**src/rtl/keypad_pkg.sv**
```systemverilog
// Shared constants, state encoding and bit-map helpers for the 4x4 keypad scanner.
package keypad_pkg;

  localparam int KEY_ROWS = 4;
  localparam int KEY_COLS = 4;
  localparam int KEY_NUM  = KEY_ROWS * KEY_COLS;

  // Row 0 is driven low first after reset.
  localparam logic [KEY_ROWS-1:0] ROW_N_RST = 4'b1110;

  typedef enum logic [1:0] {
    WAIT_PRESS = 2'd0,
    PRESSED    = 2'd1,
    MULTI      = 2'd2
  } key_state_t;

  // Number of keys set in a map.
  function automatic logic [4:0] popcount16(input logic [KEY_NUM-1:0] v);
    logic [4:0] cnt;
    cnt = '0;
    for (int i = 0; i < KEY_NUM; i++) begin
      cnt = cnt + 5'(v[i]);
    end
    return cnt;
  endfunction

  // Index of the lowest set bit; only meaningful when exactly one bit is set.
  function automatic logic [3:0] first_set(input logic [KEY_NUM-1:0] v);
    logic [3:0] idx;
    idx = '0;
    for (int i = KEY_NUM - 1; i >= 0; i--) begin
      if (v[i]) idx = 4'(i);
    end
    return idx;
  endfunction

endpackage

```
**src/rtl/keypad_scan4x4_col_sync.sv**
```systemverilog
// Two-flop synchronizer for the asynchronous keypad column lines.
module col_sync #(
  parameter int W = 4
) (
  input  logic         i_clk,
  input  logic         i_rst,
  input  logic [W-1:0] i_d,
  output logic [W-1:0] o_q
);

  logic [W-1:0] r_meta;

  // Resets to all-ones so an idle (released) keypad is seen during reset.
  always_ff @(posedge i_clk or posedge i_rst) begin
    if (i_rst) begin
      r_meta <= '1;
      o_q    <= '1;
    end else begin
      r_meta <= i_d;
      o_q    <= r_meta;
    end
  end

endmodule

```
**src/rtl/keypad_scan4x4.sv**
```systemverilog
// 4x4 matrix keypad scanner: row drive, frame debounce, press FSM and hex digit accumulator.
module keypad_scan4x4
  import keypad_pkg::*;
#(
  parameter int SCAN_DIV        = 100000,
  parameter int DEBOUNCE_FRAMES = 4
) (
  input  logic                i_clk,
  input  logic                i_rst,
  input  logic [KEY_COLS-1:0] i_col_n,
  input  logic                i_entry_clr,
  output logic [KEY_ROWS-1:0] o_row_n,
  output logic                o_key_valid,
  output logic [3:0]          o_key_code,
  output logic                o_key_down,
  output logic                o_multi_key,
  output logic [KEY_NUM-1:0]  o_key_map,
  output logic [31:0]         o_key_entry
);

  localparam int CNT_W = (SCAN_DIV > 1) ? $clog2(SCAN_DIV) : 1;
  localparam int DB_W  = $clog2(DEBOUNCE_FRAMES);
  localparam logic [CNT_W-1:0] SLOT_LAST = CNT_W'(SCAN_DIV - 1);
  localparam logic [DB_W-1:0]  DB_LAST   = DB_W'(DEBOUNCE_FRAMES - 1);

  logic [KEY_COLS-1:0] w_col_s;
  logic [CNT_W-1:0]    r_slot_cnt;
  logic [1:0]          r_row_idx;
  logic [KEY_NUM-1:0]  r_raw_frame;
  logic                r_frame_done;
  logic [KEY_NUM-1:0]  r_prev_frame;
  logic [DB_W-1:0]     r_stable_cnt;
  logic [DB_W-1:0]     w_stable_next;
  logic                w_frame_same;
  logic                r_map_upd;
  key_state_t          r_state;
  logic [4:0]          w_pop;

  col_sync #(.W(KEY_COLS)) u_col_sync (
    .i_clk (i_clk),
    .i_rst (i_rst),
    .i_d   (i_col_n),
    .o_q   (w_col_s)
  );

  // Row slot timing: sample the columns on the last cycle of each slot, then move to the next row.
  always_ff @(posedge i_clk or posedge i_rst) begin
    if (i_rst) begin
      r_slot_cnt   <= '0;
      r_row_idx    <= '0;
      o_row_n      <= ROW_N_RST;
      r_raw_frame  <= '0;
      r_frame_done <= 1'b0;
    end else begin
      r_frame_done <= 1'b0;
      if (r_slot_cnt == SLOT_LAST) begin
        r_slot_cnt <= '0;
        r_raw_frame[r_row_idx*KEY_COLS +: KEY_COLS] <= ~w_col_s;
        r_row_idx  <= r_row_idx + 2'd1;
        o_row_n    <= {o_row_n[KEY_ROWS-2:0], o_row_n[KEY_ROWS-1]};
        if (r_row_idx == 2'(KEY_ROWS - 1)) r_frame_done <= 1'b1;
      end else begin
        r_slot_cnt <= r_slot_cnt + 1'b1;
      end
    end
  end

  // Stability count after this frame: saturating run length of identical frames.
  always_comb begin
    w_frame_same  = (r_raw_frame == r_prev_frame);
    w_stable_next = '0;
    if (w_frame_same) begin
      w_stable_next = (r_stable_cnt == DB_LAST) ? DB_LAST : r_stable_cnt + 1'b1;
    end
  end

  // Frame debounce: the map follows the raw frame once enough identical frames have been seen.
  always_ff @(posedge i_clk or posedge i_rst) begin
    if (i_rst) begin
      r_prev_frame <= '0;
      r_stable_cnt <= '0;
      o_key_map    <= '0;
      r_map_upd    <= 1'b0;
    end else begin
      r_map_upd <= 1'b0;
      if (r_frame_done) begin
        r_prev_frame <= r_raw_frame;
        r_stable_cnt <= w_stable_next;
        if (w_frame_same && (w_stable_next == DB_LAST) && (r_raw_frame != o_key_map)) begin
          o_key_map <= r_raw_frame;
          r_map_upd <= 1'b1;
        end
      end
    end
  end

  assign w_pop = popcount16(o_key_map);

  // Press FSM: one key_valid per clean single-key press, multi-key flagged until all released.
  always_ff @(posedge i_clk or posedge i_rst) begin
    if (i_rst) begin
      r_state     <= WAIT_PRESS;
      o_key_valid <= 1'b0;
      o_key_code  <= '0;
      o_key_down  <= 1'b0;
      o_multi_key <= 1'b0;
    end else begin
      o_key_valid <= 1'b0;
      if (r_map_upd) begin
        case (r_state)
          WAIT_PRESS: begin
            if (w_pop == 5'd1) begin
              r_state     <= PRESSED;
              o_key_valid <= 1'b1;
              o_key_code  <= first_set(o_key_map);
              o_key_down  <= 1'b1;
            end else if (w_pop > 5'd1) begin
              r_state     <= MULTI;
              o_multi_key <= 1'b1;
            end
          end
          PRESSED: begin
            o_key_down <= 1'b0;
            if (o_key_map == '0) begin
              r_state <= WAIT_PRESS;
            end else begin
              r_state     <= MULTI;
              o_multi_key <= 1'b1;
            end
          end
          MULTI: begin
            if (o_key_map == '0) begin
              r_state     <= WAIT_PRESS;
              o_multi_key <= 1'b0;
            end
          end
          default: r_state <= WAIT_PRESS;
        endcase
      end
    end
  end

  // Digit accumulator: shift in each accepted code; a coincident clear keeps only that code.
  always_ff @(posedge i_clk or posedge i_rst) begin
    if (i_rst) begin
      o_key_entry <= '0;
    end else if (o_key_valid && i_entry_clr) begin
      o_key_entry <= {28'h0, o_key_code};
    end else if (o_key_valid) begin
      o_key_entry <= {o_key_entry[27:0], o_key_code};
    end else if (i_entry_clr) begin
      o_key_entry <= '0;
    end
  end

endmodule
```
**config.mk**
```make
export PLATFORM = sky130hd
export DESIGN_NAME = keypad_scan4x4
export DESIGN_NICKNAME = d
export VERILOG_FILES = /design/src/rtl/keypad_pkg.sv /design/src/rtl/keypad_scan4x4_col_sync.sv /design/src/rtl/keypad_scan4x4.sv
export SDC_FILE = /design/constraint.sdc
export NUM_CORES = 1
export LEC_CHECK = 0
export BUFFER_PORTS_ARGS = -buffer_cell sky130_fd_sc_hd__buf_4
export CORE_ASPECT_RATIO = 1.5
export CORE_MARGIN = 5
export CORE_UTILIZATION = 30
export DETAILED_ROUTE_END_ITERATION = 8
export GPL_TIMING_DRIVEN = 0
export HOLD_SLACK_MARGIN = 0.1
export SLEW_MARGIN = 15
export SYNTH_ARGS = -nofsm -noshare
export SYNTH_HDL_FRONTEND = slang
export SYNTH_SLANG_ARGS = --single-unit
```
**constraint.sdc**
```tcl
create_clock -name i_clk -period 4.68 [get_ports i_clk]
set_input_delay 0.702 -clock i_clk [delete_from_list [all_inputs] [get_ports i_clk]]
set_output_delay 0.702 -clock i_clk [all_outputs]
set_load 0.01 [all_outputs]
```
### Word-level counts from Yosys, hierarchy flattened

Cells that the tools add are included.

* bitwise operators: 1
* shift operators: 2
* multiplexer cells: 42
* $lt $le $gt $ge: 1
* add/sub/neg operators: 19
* reduce and logical (&&, ||, !) cells: 13
* equal/unequal tests: 15

Operators by type and width (number)
* two-way mux 32 bit: 3
* two-way mux 4 bit: 16
* adder 5 x 1 -> 5 bit: 11
* negator 4 -> 34 bit: 1
* variable shift 4 x 34 -> 16 bit (first input constant): 1
* variable part select 4 x 34 -> 16 bit: 1
* adder 17 x 1 -> 17 bit (second input constant): 1
* equality test 17 bit (second input constant): 1
* two-way mux 17 bit: 1
* bitwise mux 16 bit: 1
* equality test 16 bit: 1
* zero test 16 bit: 1
* != test 16 bit: 1
* two-way mux 1 bit: 12
* two-way mux 2 bit: 6
* != test 2 bit (second input constant): 5
* AND reduction 3 bit: 3
* equality test 2 bit (second input constant): 4
* one-hot mux 2 bit (3 select lines): 1
* AND reduction 6 bit: 1
* nonzero test 3 bit: 2
* adder 4 x 1 -> 5 bit: 1
* equality test 5 x 1 -> 1 bit (second input constant): 1
* > comparator 5 x 1 -> 1 bit (second input constant): 1
* 13 further kinds: 16

* word-level logic and storage cells: 110
* flip-flop bits (word level): 124

### Logic depth before layout (Yosys ltp)

* word-level depth: 19
* mapped depth: 15
* gate-level depth less buffers: 15

### Modules after synthesis

From an unflattened synthesis, not the netlist that was laid out.

* cell total of the unflattened synthesis: 498
* area total of the unflattened synthesis: 5789.3 µm²

By module, submodules not included
* keypad_scan4x4: cells each 489, instances 1, seq. area each 2906.5 µm², area each 5575.3 µm²
* col_sync: cells each 9, instances 1, seq. area each 210.2 µm², area each 214.0 µm²

### Worst setup path after synthesis

Ideal clock, no wire load.

* kind: register to register
* from: reg o_key_map[0]
* to: reg o_key_code[1]
* library setup time: 110 ps
* required time: 4570 ps
* arrival: 4265 ps
* stages on the path, launching flop included: 15
* path slack: 305 ps
* clock period less this slack: 4375 ps
* cell sequence: dfrtp_1 -> fa_1 -> inv_1 -> fa_1 -> fa_1 -> fa_1 -> inv_1 -> ha_1 -> inv_1 -> fa_1 -> a211oi_1 -> mux2i_1 -> nor4b_4 -> nand4_2 -> o41ai_1

* longest elaborated chain between the ends: 17
* elaborated cells between the ends (all ways): 18
* those cells by class: 15 x add/sub; 1 x eq/ne; 1 x mux; 1 x reduce/logical

Ends and longest elaborated chain
* from (decl): line keypad_scan4x4.sv:17 `output logic [KEY_NUM-1:0] o_key_map,`
* from (signal assigned): line keypad_scan4x4.sv:90 `o_key_map <= r_raw_frame;`
* adder 1 x 1 -> 2 bit: line keypad_pkg.sv:22 `cnt = cnt + 5'(v[i]);`
* adder 2 x 1 -> 3 bit: line keypad_pkg.sv:22
* adder 3 x 1 -> 4 bit: line keypad_pkg.sv:22
* adder 4 x 1 -> 5 bit: line keypad_pkg.sv:22
* adder 5 x 1 -> 5 bit (11 in a row): line keypad_pkg.sv:22
* equality test 5 x 1 -> 1 bit: line keypad_scan4x4.sv:112 `if (w_pop == 5'd1) begin`
* AND reduction 3 bit (no line)
* to (signal assigned): line keypad_scan4x4.sv:115 `o_key_code <= first_set(o_key_map);`
* to (decl): line keypad_scan4x4.sv:14 `output logic [3:0] o_key_code,`

Parallel ways exist; a longest one is shown, timed or not.
A chain may end at the register's enable or synchronous reset.

### Final worst setup path

* from: reg o_key_map[0]
* to: reg o_multi_key

* longest elaborated chain between the ends: 18
* elaborated cells between the ends (all ways): 23
* those cells by class: 15 x add/sub; 1 x order compare; 5 x eq/ne; 2 x reduce/logical

Ends and longest elaborated chain
* adder 1 x 1 -> 2 bit: line keypad_pkg.sv:22
* adder 2 x 1 -> 3 bit: line keypad_pkg.sv:22
* adder 3 x 1 -> 4 bit: line keypad_pkg.sv:22
* adder 4 x 1 -> 5 bit: line keypad_pkg.sv:22
* adder 5 x 1 -> 5 bit (11 in a row): line keypad_pkg.sv:22
* > comparator 5 x 1 -> 1 bit or equality test 5 x 1 -> 1 bit (tied branches): line keypad_scan4x4.sv:117, keypad_scan4x4.sv:112
* != test 2 bit (no line)
* AND reduction 6 bit (no line) (*)
* to (signal assigned): line keypad_scan4x4.sv:119 `o_multi_key <= 1'b1;`
* to (signal assigned): line keypad_scan4x4.sv:128 `o_multi_key <= 1'b1;`
* to (signal assigned): line keypad_scan4x4.sv:134 `o_multi_key <= 1'b0;`
* to (decl): line keypad_scan4x4.sv:16 `output logic o_multi_key,`

Mark *: on every way between the ends. The rest lies on a longest branch, timed or not.

==> impl_metrics.tcl <==
set metrics [dict create \
    place_ws_ns -0.1195 \
    antenna_found_initial 0 \
    worstSetupPathType "reg2reg" \
    cts_sinks 124 \
    drc 0 \
    core.rowCount 62 \
    grt_max_degree 86 \
    antenna_left 0 \
    worstRegToRegCells 16 \
    cp.arrival_ns 4.78 \
    drv_cap 0 \
    p_int_uw 1763 \
    gp_congestion 0.7530 \
    drive_gt1_frac 0.2981 \
    hp-class "in2async" \
    hpwl_um 9222 \
    synth_top_area_frac 0.4890 \
    grt.overflow.total 0 \
    ir_drop_uv 210.6 \
    worstSkewPairLatency_ns 0.42 \
    startpoint_type "flop" \
    yosysSeqAreaShare 0.5389 \
    io_pins 66 \
    die_w_um 123.4 \
    relSlewSlack 0.5298 \
    synth_cells 478 \
    area_growth_pct 25.42 \
    htreeDepth 4 \
    pwr-share-comb 0.015 \
    rsz0062_at_grt "false" \
    p_seq_frac 0.484 \
    powerDensity_nw_per_um2 308.5 \
    port_buffers 65 \
    fin_nets 605 \
    numCtsBuffers 17 \
    drtIter0Drc 170 \
    setup_viol 0 \
    synth_edf_count 0 \
    regToRegStartpoint "o_key_map[0]" \
    grt_pass1_wl_um 21130 \
    cts_tree "built" \
    p_sw_frac 0.2120 \
    worstMarginPinSlew_ns 0.7053 \
    syn_area_um2 5783 \
    ys_seq_elements 124 \
    slew_viol_final 0 \
    die_y_um 180.0 \
    cp_max_fo 6 \
    clkTransAtPathRegs_ns 0.05 \
    required_ns 4.98 \
    utilization 0.3801 \
    grt_usage 0.1203 \
    timing.final.crit_share 0.9568 \
    clock_power_share 0.501 \
    cp-end-kind "flop" \
    setup_ws_ns 0.2023 \
    drt_first_pass_iters 4 \
    die_area_um2 22210 \
    vias_per_cell 4.594 \
    synthDistinctLibCells 48 \
    p_sw_uw 474.3 \
    yosysTopAreaCell "dfrtp_1" \
    finalHoldViolations 0 \
    avgRoutedWirePerCell_um 14.82 \
    reg2reg_to "o_multi_key" \
    synthTopCellsByArea "dfrtp_1, mux2_2, mux2i_1" \
    grt_pass1_vias 4197 \
    fin_worst_skew_ns 0.007717 \
    vias 3873 \
    antennaDiodeCount 0 \
    start_util 0.3030 \
    clockBufferDepth 2 \
    synthArstFlopShare 1.000 \
    synth_warnings 0 \
    synthFlopType "dfrtp_1" \
    wirelength_um 12500 \
    fmax_ghz 0.2233 \
    synth.avg_cell_area_um2 12.10 \
    status "complete, no violations" \
    core_area_um2 19080 \
    synth.net_count 507 \
    reg2reg_slack_ns 0.20 \
    period_needed_ns 4.478 \
    power_leakage_uw 0.003494 \
    root_buffer "clkbuf_16" \
]
==> per-layer routing <==
| layer | track usage | vias up | part of all wire |
|---|---|---|---|
| met4 | 0.04479 | 0 | 0.016 |
| met1 | 0.1364 | 1914 | 0.41 |
| met3 | 0.03204 | 18 | 0.044 |
| li1 | - | 1858 | - |
| met2 | 0.2124 | 83 | 0.53 |
| met5 | 0 | - | 0 |
==> kinds of logic after synthesis <==
logic type | count (synthesis) | synth area share
buf+inv | 43 | 0.03029
mux | 66 | 0.1281
xor+xnor | 47 | 0.07118
simple gates | 127 | 0.1108
compound gates | 49 | 0.06015
flops | 124 | 0.5389
fa+ha+maj | 22 | 0.06058
==> flip-flops by register name, indices dropped and copies added (netlist names), 2 cells and up <==
name and cells:
o_row_n 4, r_slot_cnt 17, o_key_entry 32, u_col_sync.r_meta 4, u_col_sync.o_q 4, r_row_idx 2
r_state 2, o_key_map 16, r_raw_frame 16, r_stable_cnt 2, r_prev_frame 16, o_key_code 4
==> worst max-delay path by stage <==
stage	cells after the start	from	to
6_report	16	o_key_map[0]	o_multi_key
5_1_grt	16	o_key_map[0]	o_multi_key
4_1_cts	14	o_key_map[0]	o_key_code[1]
3_5_place_dp	14	o_key_map[0]	o_key_code[1]
3_3_place_gp	2	i_rst	o_key_entry[20]
2_1_floorplan	14	o_key_map[0]	o_key_code[1]
==> repair_timing <==
action / CTS / global route
pin swaps: 1 / 2
gates resized for setup: 4 / 4
setup endpoints to repair: 3 / 7
hold buffers: 0 / 0
buffers inserted: 1 / 12
==> critical path, stage by stage, from the launching register on <==
cell and delay (ns):
dfrtp_2 0.45, fa_1 0.56, inv_1 0.06, fa_1 0.48, fa_1 0.55, fa_1 0.41
inv_1 0.06, ha_1 0.17, inv_1 0.06, fa_1 0.41, a211oi_2 0.19, mux2i_2 0.12
nor4b_4 0.31, buf_4 0.17, buf_4 0.10, a32oi_1 0.06, o22a_1 0.21
==> per-stage QoR <==
| step | setup TNS (ns) | area, um2 | hold WS, ns | total power [uW] | std cells |
|---|---|---|---|---|---|
| detailed placement | -0.1655 | 6624 | 0.3472 | 1136 | 800 |
| floorplan | 0 | 5783 | 0.3452 | 1119 | 478 |
| finish | 0 | 7253 | 0.2958 | 2237 | 843 |
| CTS | 0 | 7146 | 0.2920 | 2269 | 831 |
| global placement | -67.92 | 6591 | 0.3476 | 1131 | 799 |
| global route | 0 | 7253 | 0.3144 | 2329 | 843 |
==> synth_stat cells (2+ instances only) <==
| cell | n |
|---|---|
| nand3_1 | 9 |
| a22o_1 | 4 |
| nor4b_1 | 2 |
| o31ai_1 | 19 |
| nand2_1 | 35 |
| clkbuf_1 | 4 |
| fa_1 | 10 |
| or3_1 | 2 |
| inv_1 | 30 |
| mux2_4 | 9 |
| o22a_1 | 2 |
| and3_1 | 5 |
| xor2_1 | 22 |
| xnor2_1 | 25 |
| nor4_1 | 7 |
| nor2_1 | 42 |
| and4_1 | 2 |
| o22ai_1 | 3 |
| o21ai_0 | 6 |
| ha_1 | 12 |
| dfrtp_1 | 113 |
| buf_2 | 2 |
| nor2b_1 | 3 |
| buf_1 | 5 |
| dfstp_2 | 11 |
| nand2_2 | 3 |
| a211oi_1 | 2 |
| a21oi_1 | 6 |
| nand4_1 | 6 |
| mux2_2 | 28 |
| nor3_1 | 4 |
| mux2i_1 | 29 |
==> power groups by stage <==
stage | clock [uW] | sequential, uW | combinational [uW]
6_report | 1120 | 1080 | 32.7
5_1_grt | 1210 | 1080 | 38.8
4_1_cts | 1150 | 1080 | 34.8
3_5_place_dp | 0 | 1100 | 34.6
3_3_place_gp | 0 | 1100 | 30.1
2_1_floorplan | 0 | 1100 | 19.0
==> cell usage in the layout (no fill, tap or decap), types with 3 or more instances in the layout <==
master      count
clkinv_2        5
buf_1           5
nor3_1          4
dfstp_2        11
a21oi_1         6
o31ai_1        19
nor4_1          7
clkinvlp_4      3
o21ai_0         6
mux2_4          9
inv_1          29
dfrtp_1       109
dfrtp_2         4
clkbuf_1        8
and3_1          5
ha_1           12
buf_4          79
fa_1           10
nand4_1         6
a22o_1          4
o22ai_1         3
nand2_2         3
nor2b_1         3
mux2i_1        28
mux2_2         28
nor2_1         42
xor2_1         22
clkbuf_16      17
nand2_1        35
xnor2_1        25
nand3_1         9
==> cell type report <==
type	count	area, um2
Tap cell	256	320.3
Inverter	30	117.6
Multi-Input combinational cell	311	2516
Fill cell	1899	11830
Buffer	13	62.56
Timing Repair Buffer	79	613.1
Clock inverter	8	47.55
Sequential cell	124	3122
Clock buffer	22	454.2
Power figures use the tool's default switching activity.
